File: config.mk
export PLATFORM = sky130hd
export DESIGN_NAME = mem_access_arbiter
export DESIGN_NICKNAME = d
export VERILOG_FILES = /design/src/rtl/mem_ctrl_pkg.sv /design/src/rtl/mem_rr_arbiter.sv /design/src/rtl/mem_access_arbiter.sv
export SDC_FILE = /design/constraint.sdc
export NUM_CORES = 1
export LEC_CHECK = 0
export CORE_MARGIN = 4
export CORE_UTILIZATION = 39
export DETAILED_ROUTE_END_ITERATION = 12
export PLACE_DENSITY = 0.84
export RECOVER_POWER = 25
export REMOVE_ABC_BUFFERS = 1
export SLEW_MARGIN = 20
export SYNTH_ARGS = -nofsm -noshare
export SYNTH_HDL_FRONTEND = slang
export SYNTH_SLANG_ARGS = --single-unit
File: constraint.sdc
create_clock -name Clk -period 1.36 [get_ports Clk]
set_input_delay 0.34 -clock Clk [delete_from_list [all_inputs] [get_ports Clk]]
set_output_delay 0.34 -clock Clk [all_outputs]
set_load 0.05 [all_outputs]
File: src/rtl/mem_ctrl_pkg.sv
// Shared encodings for the two-port memory access controller.
// State values and port ids are fixed so external checkers can decode Dbg_State.
package mem_ctrl_pkg;

    typedef enum logic [1:0] {
        IDLE   = 2'd0,
        ACCESS = 2'd1,
        DONE   = 2'd2
    } state_t;

    localparam logic PORT_A = 1'b0;
    localparam logic PORT_B = 1'b1;

endpackage

File: src/rtl/mem_rr_arbiter.sv
// Two-way round-robin arbiter. On a tie the port opposite the last grant wins;
// the pointer only moves when a grant is actually issued (enable high).
module mem_rr_arbiter
    import mem_ctrl_pkg::*;
(
    input  logic       clk,
    input  logic       rst_n,
    input  logic [1:0] req,
    input  logic       enable,
    output logic       grant_id,
    output logic       grant_valid
);

    logic last_q;

    always_comb begin
        grant_id = PORT_A;
        if (req == 2'b11) begin
            grant_id = ~last_q;
        end else if (req[1]) begin
            grant_id = PORT_B;
        end
    end

    assign grant_valid = enable & (|req);

    // Reset to B so that A wins the very first tie.
    always_ff @(posedge clk or negedge rst_n) begin
        if (!rst_n) begin
            last_q <= PORT_B;
        end else if (grant_valid) begin
            last_q <= grant_id;
        end
    end

endmodule

File: src/rtl/mem_access_arbiter.sv
// Shares one single-ported 1-bit cell array between ports A and B.
// Each access runs IDLE -> ACCESS (one strobe cycle) -> DONE (ack until Req drops).
module mem_access_arbiter
    import mem_ctrl_pkg::*;
#(
    parameter int AW = 4,
    parameter int DW = 1
) (
    input  logic          Clk,
    input  logic          Rst_n,
    input  logic          A_Req,
    input  logic          A_Wr,
    input  logic [AW-1:0] A_Addr,
    input  logic [DW-1:0] A_WData,
    output logic          A_Ack,
    output logic [DW-1:0] A_RData,
    input  logic          B_Req,
    input  logic          B_Wr,
    input  logic [AW-1:0] B_Addr,
    input  logic [DW-1:0] B_WData,
    output logic          B_Ack,
    output logic [DW-1:0] B_RData,
    output logic [AW-1:0] Mem_Addr,
    output logic [DW-1:0] Mem_D,
    output logic          Mem_Write,
    output logic          Mem_Read,
    input  logic [DW-1:0] Mem_Q,
    output logic          Busy,
    output logic [1:0]    Dbg_State
);

    state_t        state_q, state_d;
    logic          gid_q;
    logic          gnt_id, gnt_valid;
    logic          sel_wr, gid_req;
    logic [AW-1:0] sel_addr;
    logic [DW-1:0] sel_wdata;

    mem_rr_arbiter u_arb (
        .clk         (Clk),
        .rst_n       (Rst_n),
        .req         ({B_Req, A_Req}),
        .enable      (state_q == IDLE),
        .grant_id    (gnt_id),
        .grant_valid (gnt_valid)
    );

    assign Dbg_State = state_q;

    always_comb begin
        sel_wr    = (gnt_id == PORT_B) ? B_Wr    : A_Wr;
        sel_addr  = (gnt_id == PORT_B) ? B_Addr  : A_Addr;
        sel_wdata = (gnt_id == PORT_B) ? B_WData : A_WData;
        gid_req   = (gid_q  == PORT_B) ? B_Req   : A_Req;
        state_d   = state_q;
        case (state_q)
            IDLE:    if (gnt_valid) state_d = ACCESS;
            ACCESS:  state_d = DONE;
            DONE:    if (!gid_req) state_d = IDLE;
            default: state_d = IDLE;
        endcase
    end

    always_ff @(posedge Clk or negedge Rst_n) begin
        if (!Rst_n) begin
            state_q <= IDLE;
        end else begin
            state_q <= state_d;
        end
    end

    // Every array-facing and ack output is a flop loaded from the next state,
    // so strobes never glitch and only assert for the single ACCESS cycle.
    always_ff @(posedge Clk or negedge Rst_n) begin
        if (!Rst_n) begin
            gid_q     <= PORT_A;
            Mem_Addr  <= '0;
            Mem_D     <= '0;
            Mem_Write <= 1'b0;
            Mem_Read  <= 1'b0;
            A_Ack     <= 1'b0;
            B_Ack     <= 1'b0;
            A_RData   <= '0;
            B_RData   <= '0;
            Busy      <= 1'b0;
        end else begin
            Mem_Write <= 1'b0;
            Mem_Read  <= 1'b0;
            if (state_q == IDLE && gnt_valid) begin
                gid_q     <= gnt_id;
                Mem_Addr  <= sel_addr;
                Mem_D     <= sel_wdata;
                Mem_Write <= sel_wr;
                Mem_Read  <= ~sel_wr;
            end
            // Mem_Read is high only during ACCESS, so this is the exiting edge.
            if (Mem_Read) begin
                if (gid_q == PORT_B) begin
                    B_RData <= Mem_Q;
                end else begin
                    A_RData <= Mem_Q;
                end
            end
            A_Ack <= (state_d == DONE) && (gid_q == PORT_A);
            B_Ack <= (state_d == DONE) && (gid_q == PORT_B);
            Busy  <= (state_d != IDLE);
        end
    end

endmodule
==> impl_metrics.env <==
export IMPL_status="complete, no violations"
export IMPL_power_density_nw_per_um2=2720
export IMPL_whs_ps=356
export IMPL_antenna_found_initial=0
export IMPL_worst_clock_skew_ps=4.25
export IMPL_die_h_um=49.4
export IMPL_postCtsSetupBuffers=0
export IMPL_die_w_um=49.4
export IMPL_drc=0
export IMPL_final_hold_viol_count=0
export IMPL_h_tree_depth=1
export IMPL_insertion_delay_ps=290
export IMPL_drive_above_1_share_pct=33.7
export IMPL_cts_resized=0
export IMPL_io_pins=31
export IMPL_crit_chain="buf_12"
export IMPL_crit_fanout=4
export IMPL_cp_start_kind="register"
export IMPL_arrival_ps=900
export IMPL_drt_iter0_drc=13
export IMPL_max_stage_delay_ps=450
export IMPL_vias=570
export IMPL_clockRootBuffer="clkbuf_4"
export IMPL_core_area_sq_um=1560
export IMPL_crit_family="flip-flops"
export IMPL_seq_area_frac_synth_pct=60.1
export IMPL_nets=113
export IMPL_via_per_inst=5.14
export IMPL_num_rows=14
export IMPL_mostFrequentLayoutCells="15 x dfrtp_1, 15 x buf_12, 14 x clkdlybuf4s50_1, 11 x a21oi_1, 6 x mux2i_1"
export IMPL_maxCapViolations=0
export IMPL_max_freq_mhz=804
export IMPL_grt_pass1_wl_mm=2.77
export IMPL_final_cells=111
export IMPL_worstSetupPathType="reg2out"
export IMPL_detailedPlacementHpwl_mm=1.34
export IMPL_gp_congestion=0.697
export IMPL_wirelength_mm=1.66
export IMPL_clkSinkCount=16
export IMPL_worst_endpoint_required_ps=1020
export IMPL_fillCellCount=96
export IMPL_cts_hold_buf=0
export IMPL_cts_tree="done"
export IMPL_start_util_pct=42.9
export IMPL_maxSlewViolCount=0
export IMPL_firstDrtPassIters=4
export IMPL_dieArea_sq_um=2440
export IMPL_finalCritPeriodShare_pct=91.5
export IMPL_syn_avg_cell_area_sq_um=12.1
export IMPL_ys_seq_elements=16
export IMPL_grt_remaining_overflow=0
export IMPL_grt_pass1_vias=612
export IMPL_finalSetupTns_ps=0
export IMPL_grt_max_degree=17
export IMPL_slew_headroom_pct=43.5
export IMPL_postRouteAntennaNets=0
export IMPL_placed_cells=107
export IMPL_grt_total_usage_pct=15.4
export IMPL_power_leakage_nw=0.568
export IMPL_vdd_drop_max_uv=2110
export IMPL_cts_max_path_buffers=2
export IMPL_ys_warn_count=0
export IMPL_port_buffers=30
export IMPL_worst_pin_slew_ps=848
export IMPL_path_buf_inv=1
export IMPL_final_setup_viol_count=0
export IMPL_synth_cells=55
export IMPL_clk_pin_slew_ps=90
export IMPL_antenna_diode_count=0
export IMPL_critPathCaptureType="output port"
export IMPL_netlist_area_sq_um=668
export IMPL_fin_crit_ps=1240
export IMPL_synth_cell_types=20
export IMPL_slowest_stage="dfrtp_1"
export IMPL_routedWlPerCell_um=14.9
export IMPL_worstHoldPathType="in2reg"
export IMPL_cts_buffers=3
export IMPL_synthToLayoutAreaGrowth_pct=84.1
per-layer routing:
layer | vias up | GRT usage (%) | part of all wire [%]
li1 | 273 | - | -
met1 | 262 | 16.2 | 37
met2 | 31 | 27.9 | 52
met3 | 4 | 4.59 | 9.4
met4 | 0 | 6.91 | 1.8
met5 | - | 0 | 0
path summary, 6_finish.rpt:
| kind | cells past startpoint | end | slack (ps) | start |
|---|---|---|---|---|
| min in group asynchronous | 2 | Mem_Write$_DFF_PN0_ | 590 | Rst_n |
| worst min register to register | 2 | u_arb.last_q$_DFFE_PN1P_ | 550 | u_arb.last_q$_DFFE_PN1P_ |
| worst min-delay path | 2 | u_arb.last_q$_DFFE_PN1P_ | 360 | A_Req |
| worst max register to register | 4 | B_Ack$_DFF_PN0_ | 130 | gid_q$_DFFE_PN0P_ |
| worst max-delay path | 1 | Dbg_State[1] | 120 | Dbg_State[1]$_DFF_PN0_ |
| max in group asynchronous | 2 | Dbg_State[1]$_DFF_PN0_ | 250 | Rst_n |
synth_stat cells (all sizes together):
cell | n | area [sq um]
a22o | 1 | 8.76
or2 | 1 | 6.26
a21oi | 11 | 55.1
nand2b | 2 | 12.5
o21a | 1 | 7.51
nor2 | 3 | 13.8
a31oi | 1 | 6.26
mux2i | 7 | 70.1
buf | 1 | 5.00
nand2 | 3 | 13.8
mux2 | 2 | 22.5
and2 | 2 | 12.5
nor2b | 1 | 6.26
a21boi | 1 | 18.8
dfrtp | 15 | 375
dfstp | 1 | 26.3
inv | 2 | 7.50
metrics by stage:
step                util, %  setup slack (ps)  total power, W  area (sq um)
floorplan                 -             -5.08         0.00187           663
global placement       76.2              -298         0.00299          1190
detailed placement     76.2              -305         0.00305          1190
CTS                    78.6              2.41         0.00337          1220
global route           78.9             -6.29         0.00351          1230
finish                 78.9               116         0.00334          1230
area by class of cell:
class                   count  area [sq um]  share of cell area [%]
clock buffers               4          36.3                    2.95
inverters                   2          7.51                   0.610
multi-input cells          36           258                    21.0
flip-flops and latches     16           402                    32.7
well taps                  16          20.0                    1.63
repair buffers             37           507                    41.2
cells by family (layout without fill, tap and decap cells):
kind of cell,count (synthesis),after routing,share of synthesized area [%]
AND/OR/NAND/NOR,12,12,9.74
buffers and inverters,3,43,1.87
AO/OA/AOI/OAI,15,15,14.4
multiplexers,9,9,13.9
flip-flops,16,16,60.1
sequential cells by signal, summed over array words and instances, names as in the netlist:
signal / flops
B_Ack: 1
gid_q: 1
Busy: 1
u_arb.last_q: 1
Mem_Addr: 4
A_Ack: 1
Mem_D: 1
Mem_Write: 1
Mem_Read: 1
A_RData: 1
B_RData: 1
Dbg_State: 2
where the power goes:
part           switching (W)  total [W]  internal (W)
registers           0.000260   0.000966      0.000705
logic                0.00103    0.00207       0.00103
clock network       0.000147   0.000310      0.000163
total                0.00144    0.00334       0.00190
No activity file was read; power rests on OpenSTA's default activity.
==> RTL edit 1: new RTL, same settings <==
Set the parameter `AW` to 3 (it was 4).
--- a/src/rtl/mem_access_arbiter.sv
+++ b/src/rtl/mem_access_arbiter.sv
@@ -4,5 +4,5 @@
     import mem_ctrl_pkg::*;
 #(
-    parameter int AW = 4,
+    parameter int AW = 3,
     parameter int DW = 1
 ) (
Interface: changed (resized A_Addr, B_Addr and Mem_Addr); port bits go from 31 to 28. The function was not compared with the original's and may differ.
==> RTL edit 1 against the unedited design <==
Sequential power down 5.8%. Total power is 11% lower. Cell area fell by 9.0%. Synthesized area down 6.7%. Routed wire length decreased by 18%. Via count decreased by 11%. Setup slack worse by 0.020 ns. Register-to-register slack better by 0.04 ns. Sequential cell count decreased by 1.
==> RTL edit 1: results (changes against the unedited design) <==
stage,metric,value,unit,change
synth,Avg Inst Size Synth,12.5,µm²,was 12.1 µm²
final_layout,# fillers,110,,was 96
route,WL final,1360,µm,was 1660 µm
synth,"Seq/Total Area, Yosys",0.604,,was 0.601
route,via count,509,,was 570
status,status,completed,,unchanged
grt,first-pass GRT wire length,2040,µm,was 2770 µm
worst_setup_path,"CP delay by family, top",flip-flops,,unchanged
power_and_ir_drop,Worst IR Drop VDD,0.00120,V,was 0.00211 V
grt,largest net degree at the start of global routing,16,,was 17
grt,GRT Total Usage,0.132,,was 0.154
worst_setup_path,Worst R2R Start,Dbg_State[1],,was gid_q
final_layout,share of cells above drive strength 1,0.330,,was 0.337
clocking,Clock Latency Late Sink,0.27,ns,was 0.29 ns
final_layout,max FFs per register,3,,was 4
worst_setup_path,"slowest stage delay, CP",0.48,ns,was 0.45 ns
synth,post-synthesis mux area share,0.133,,was 0.139
synth,post-synthesis compound-gate area fraction,0.139,,was 0.144
placed_design,GP Congestion,0.767,,was 0.697
route,Initial DRC Count,6,,was 13
placed_design,dpl hpwl,1090,µm,was 1340 µm
sta,clock skew,0.000804,ns,was 0.00425 ns
route,vias per inst,4.89,,was 5.14
synth,Area contributors post-synth,"dfrtp_1 56%, mux2i_1 9.6%, a21oi_1 7.2%",,"was dfrtp_1 56%, mux2i_1 10%, a21oi_1 8.2%"
power_and_ir_drop,Pleak,0.516,nW,was 0.568 nW
final_layout,design area,1120,µm²,was 1230 µm²
[RTL edit 1: power breakdown]
part	switching, mW	total [mW]	internal, mW	leakage (nW)
Combinational	0.916	1.84	0.920	0.321
Sequential	0.249	0.910	0.661	0.180
Clock	0.126	0.239	0.114	0.0150
[RTL edit 1: per-stage QoR]
step / TNS [ns] / setup WS [ns]
after global routing: 0 / 0.0405
final: 0 / 0.0959
after floorplan: 0 / 0.0646
after global placement: -2.32 / -0.257
after detailed placement: -2.66 / -0.294
after CTS: 0 / 0.0228
[RTL edit 1: logic make-up (layout without fill, tap and decap cells)]
| group | Yosys count | in the layout |
|---|---|---|
| and+or+nand+nor | 12 | 12 |
| AOI/OAI and AO/OA | 13 | 13 |
| muxes | 8 | 8 |
| buffers and inverters | 2 | 40 |
| DFF | 15 | 15 |
[RTL edit 1: area by class of cell]
type | instances | area share
Clock buffer | 4 | 0.0235
Inverter | 2 | 0.00670
Multi-Input combinational cell | 33 | 0.213
Sequential cell | 15 | 0.336
Tap cell | 16 | 0.0179
Timing Repair Buffer | 34 | 0.402
[RTL edit 1: worst paths after layout]
kind	cells past startpoint	endpoint	slack, ns
max	1	Dbg_State[0]	0.1
min	3	u_arb.last_q	0.48
max reg2reg	4	Mem_Read	0.17
min reg2reg	1	A_Ack	0.58
max in group asynchronous	2	Mem_Addr[0]	0.23
min in group asynchronous	2	Mem_Addr[1]	0.65
[RTL edit 1: layer usage]
metal	up-vias	track usage	part of all wire
li1	251	-	-
met5	-	0	0
met4	0	0.0753	0.011
met1	232	0.158	0.40
met3	2	0.0489	0.095
met2	24	0.203	0.50
[RTL edit 1: repair_timing]
action | CTS | global route
endpoints found under the setup margin | 1 | 3
gates cloned | 0 | 0
pin swaps | 0 | 1
resized for setup | 1 | 1
==> RTL edit 2: new RTL, same settings <==
Without the edit above. Put one more register stage on the output `Dbg_State`, cleared by the reset. The value now appears one clock later. The other outputs are not delayed to match.
--- a/src/rtl/mem_access_arbiter.sv
+++ b/src/rtl/mem_access_arbiter.sv
@@ -46,5 +46,11 @@
     );
 
-    assign Dbg_State = state_q;
+    always_ff @(posedge Clk or negedge Rst_n) begin
+        if (!Rst_n) begin
+            Dbg_State <= '0;
+        end else begin
+            Dbg_State <= state_q;
+        end
+    end
 
     always_comb begin
Check against the original RTL: not equivalent (a bounded check fails within 4 cycles, from zero or initial values and one cycle with Rst_n low).
==> RTL edit 2 against the unedited design <==
First-iteration DRC count decreased by 46%. Setup slack improved by 0.032 ns. Sequential share of layout area increased by 3.4 points. Total power increased by 0.67%. Sequential power increased by 9%. Critical path depth unchanged. Routed wire length decreased by 0.85%. Register-to-register slack improved by 0.07 ns. Cell area increased by 1.7%. Synthesized area increased by 8.2%. Sequential cell count increased by 2. Final cell count increased by 8.1%.
==> RTL edit 2: results (changes against the unedited design) <==
stage,metric,value,unit,change
grt,global-route met1 utilization,0.140,,was 0.162
grt,gr busiest metal,met2,,unchanged
worst_setup_path,"slowest stage delay, CP",0.43,ns,was 0.45 ns
final_layout,Non-Filler Instances,120,,was 111
grt,first-pass GRT wire length,2540,µm,was 2770 µm
grt,largest net degree at the start of global routing,19,,was 17
worst_setup_path,CP max FO,2,,was 4
grt,GRT Total Usage,0.134,,was 0.154
worst_hold_path,Hold Path Class,reg2reg,,was in2reg
clocking,cts bufs inserted,3,,unchanged
route,Initial DRC Count,7,,was 13
synth,XOR/XNOR Fraction of Synth Area,0,,unchanged
placed_design,dpl hpwl,1330,µm,was 1340 µm
worst_setup_path,crit path max-delay cell type,dfrtp_1,,unchanged
grt,number of global-route vias before repair,572,,was 612
route,max layer used,met3,,was met4
sta,clock skew,0.00595,ns,was 0.00425 ns
placed_design,"worst slack, placed",-0.339,ns,was -0.305 ns
power_and_ir_drop,Worst IR Drop VDD,0.00204,V,was 0.00211 V
synth,ys async rst share,1.00,,unchanged
synth,"Seq/Total Area, Yosys",0.625,,was 0.601
worst_setup_path,Critical Path AT,0.87,ns,was 0.90 ns
worst_setup_path,Worst R2R Setup Slack,0.20,ns,was 0.13 ns
synth,post-synthesis compound-gate area fraction,0.133,,was 0.144
placed_design,post-place instance area,1230,µm²,was 1190 µm²
grt,met3 Use GR,0.0262,,was 0.0459
route,wire per inst,13.7,µm,was 14.9 µm
clocking,root buf cell,clkbuf_4,,unchanged
sta,Worst-Margin Slew,0.438,ns,was 0.848 ns
grt,met2 Use GR,0.258,,was 0.279
route,vias per inst,4.83,,was 5.14
route,DR WL met2,940,µm,was 858 µm
synth,post-synthesis adder-cell area fraction,0,,unchanged
sta,fmax,825,MHz,was 804 MHz
synth,Syn Inst Count,57,,was 55
synth,post-synthesis mux area share,0.128,,was 0.139
sta,Hold WS,0.451,ns,was 0.356 ns
synth,Area contributors post-synth,"dfrtp_1 59%, mux2i_1 9.7%, a21oi_1 7.6%",,"was dfrtp_1 56%, mux2i_1 10%, a21oi_1 8.2%"
final_layout,antenna diode count,0,,unchanged
route,metal3 WL,87,µm,was 156 µm
status,status,completed,,unchanged
placed_design,GP Congestion,0.763,,was 0.697
clocking,Clock Latency Late Sink,0.28,ns,
final_layout,share of cells above drive strength 1,0.316,,was 0.337
synth,post-synth cell types,20,,unchanged
clocking,htree depth,1,,unchanged
power_and_ir_drop,Pleak,0.566,nW,was 0.568 nW
synth,most frequent cells after synthesis,"17 x dfrtp_1, 11 x a21oi_1, 7 x mux2i_1",,"was 15 x dfrtp_1, 11 x a21oi_1, 7 x mux2i_1"
route,Metal-1 WL,614,µm,was 611 µm
## RTL edit 2: cell type report
class | count | area, µm²
tap | 25 | 31.3
inverter | 2 | 7.51
timing repair buffer | 35 | 473
sequential | 18 | 452
clock buffer | 4 | 26.3
multi-input combinational | 36 | 262
fill | 119 | 494
## RTL edit 2: what timing repair did
action	in CTS	in global routing
buffers inserted	0	0
endpoints found under the hold margin	0	0
gates resized for setup	3	0
endpoints found under the setup margin	7	0
## RTL edit 2: final timing paths
check / start / end / depth (start not counted)
worst min register to register: state_q[0] / Dbg_State[0] / 0
max in group asynchronous: Rst_n / u_arb.last_q / 2
worst max-delay path: Mem_D / Mem_D / 1
min in group asynchronous: Rst_n / Dbg_State[0] / 2
worst max register to register: u_arb.last_q / Mem_Read / 3
worst min-delay path: state_q[0] / Dbg_State[0] / 0
## RTL edit 2: power by group
group          switching (mW)  total [mW]  internal [mW]
combinational            1.03        2.05           1.02
sequential              0.256        1.05          0.792
clock                   0.151       0.265          0.114
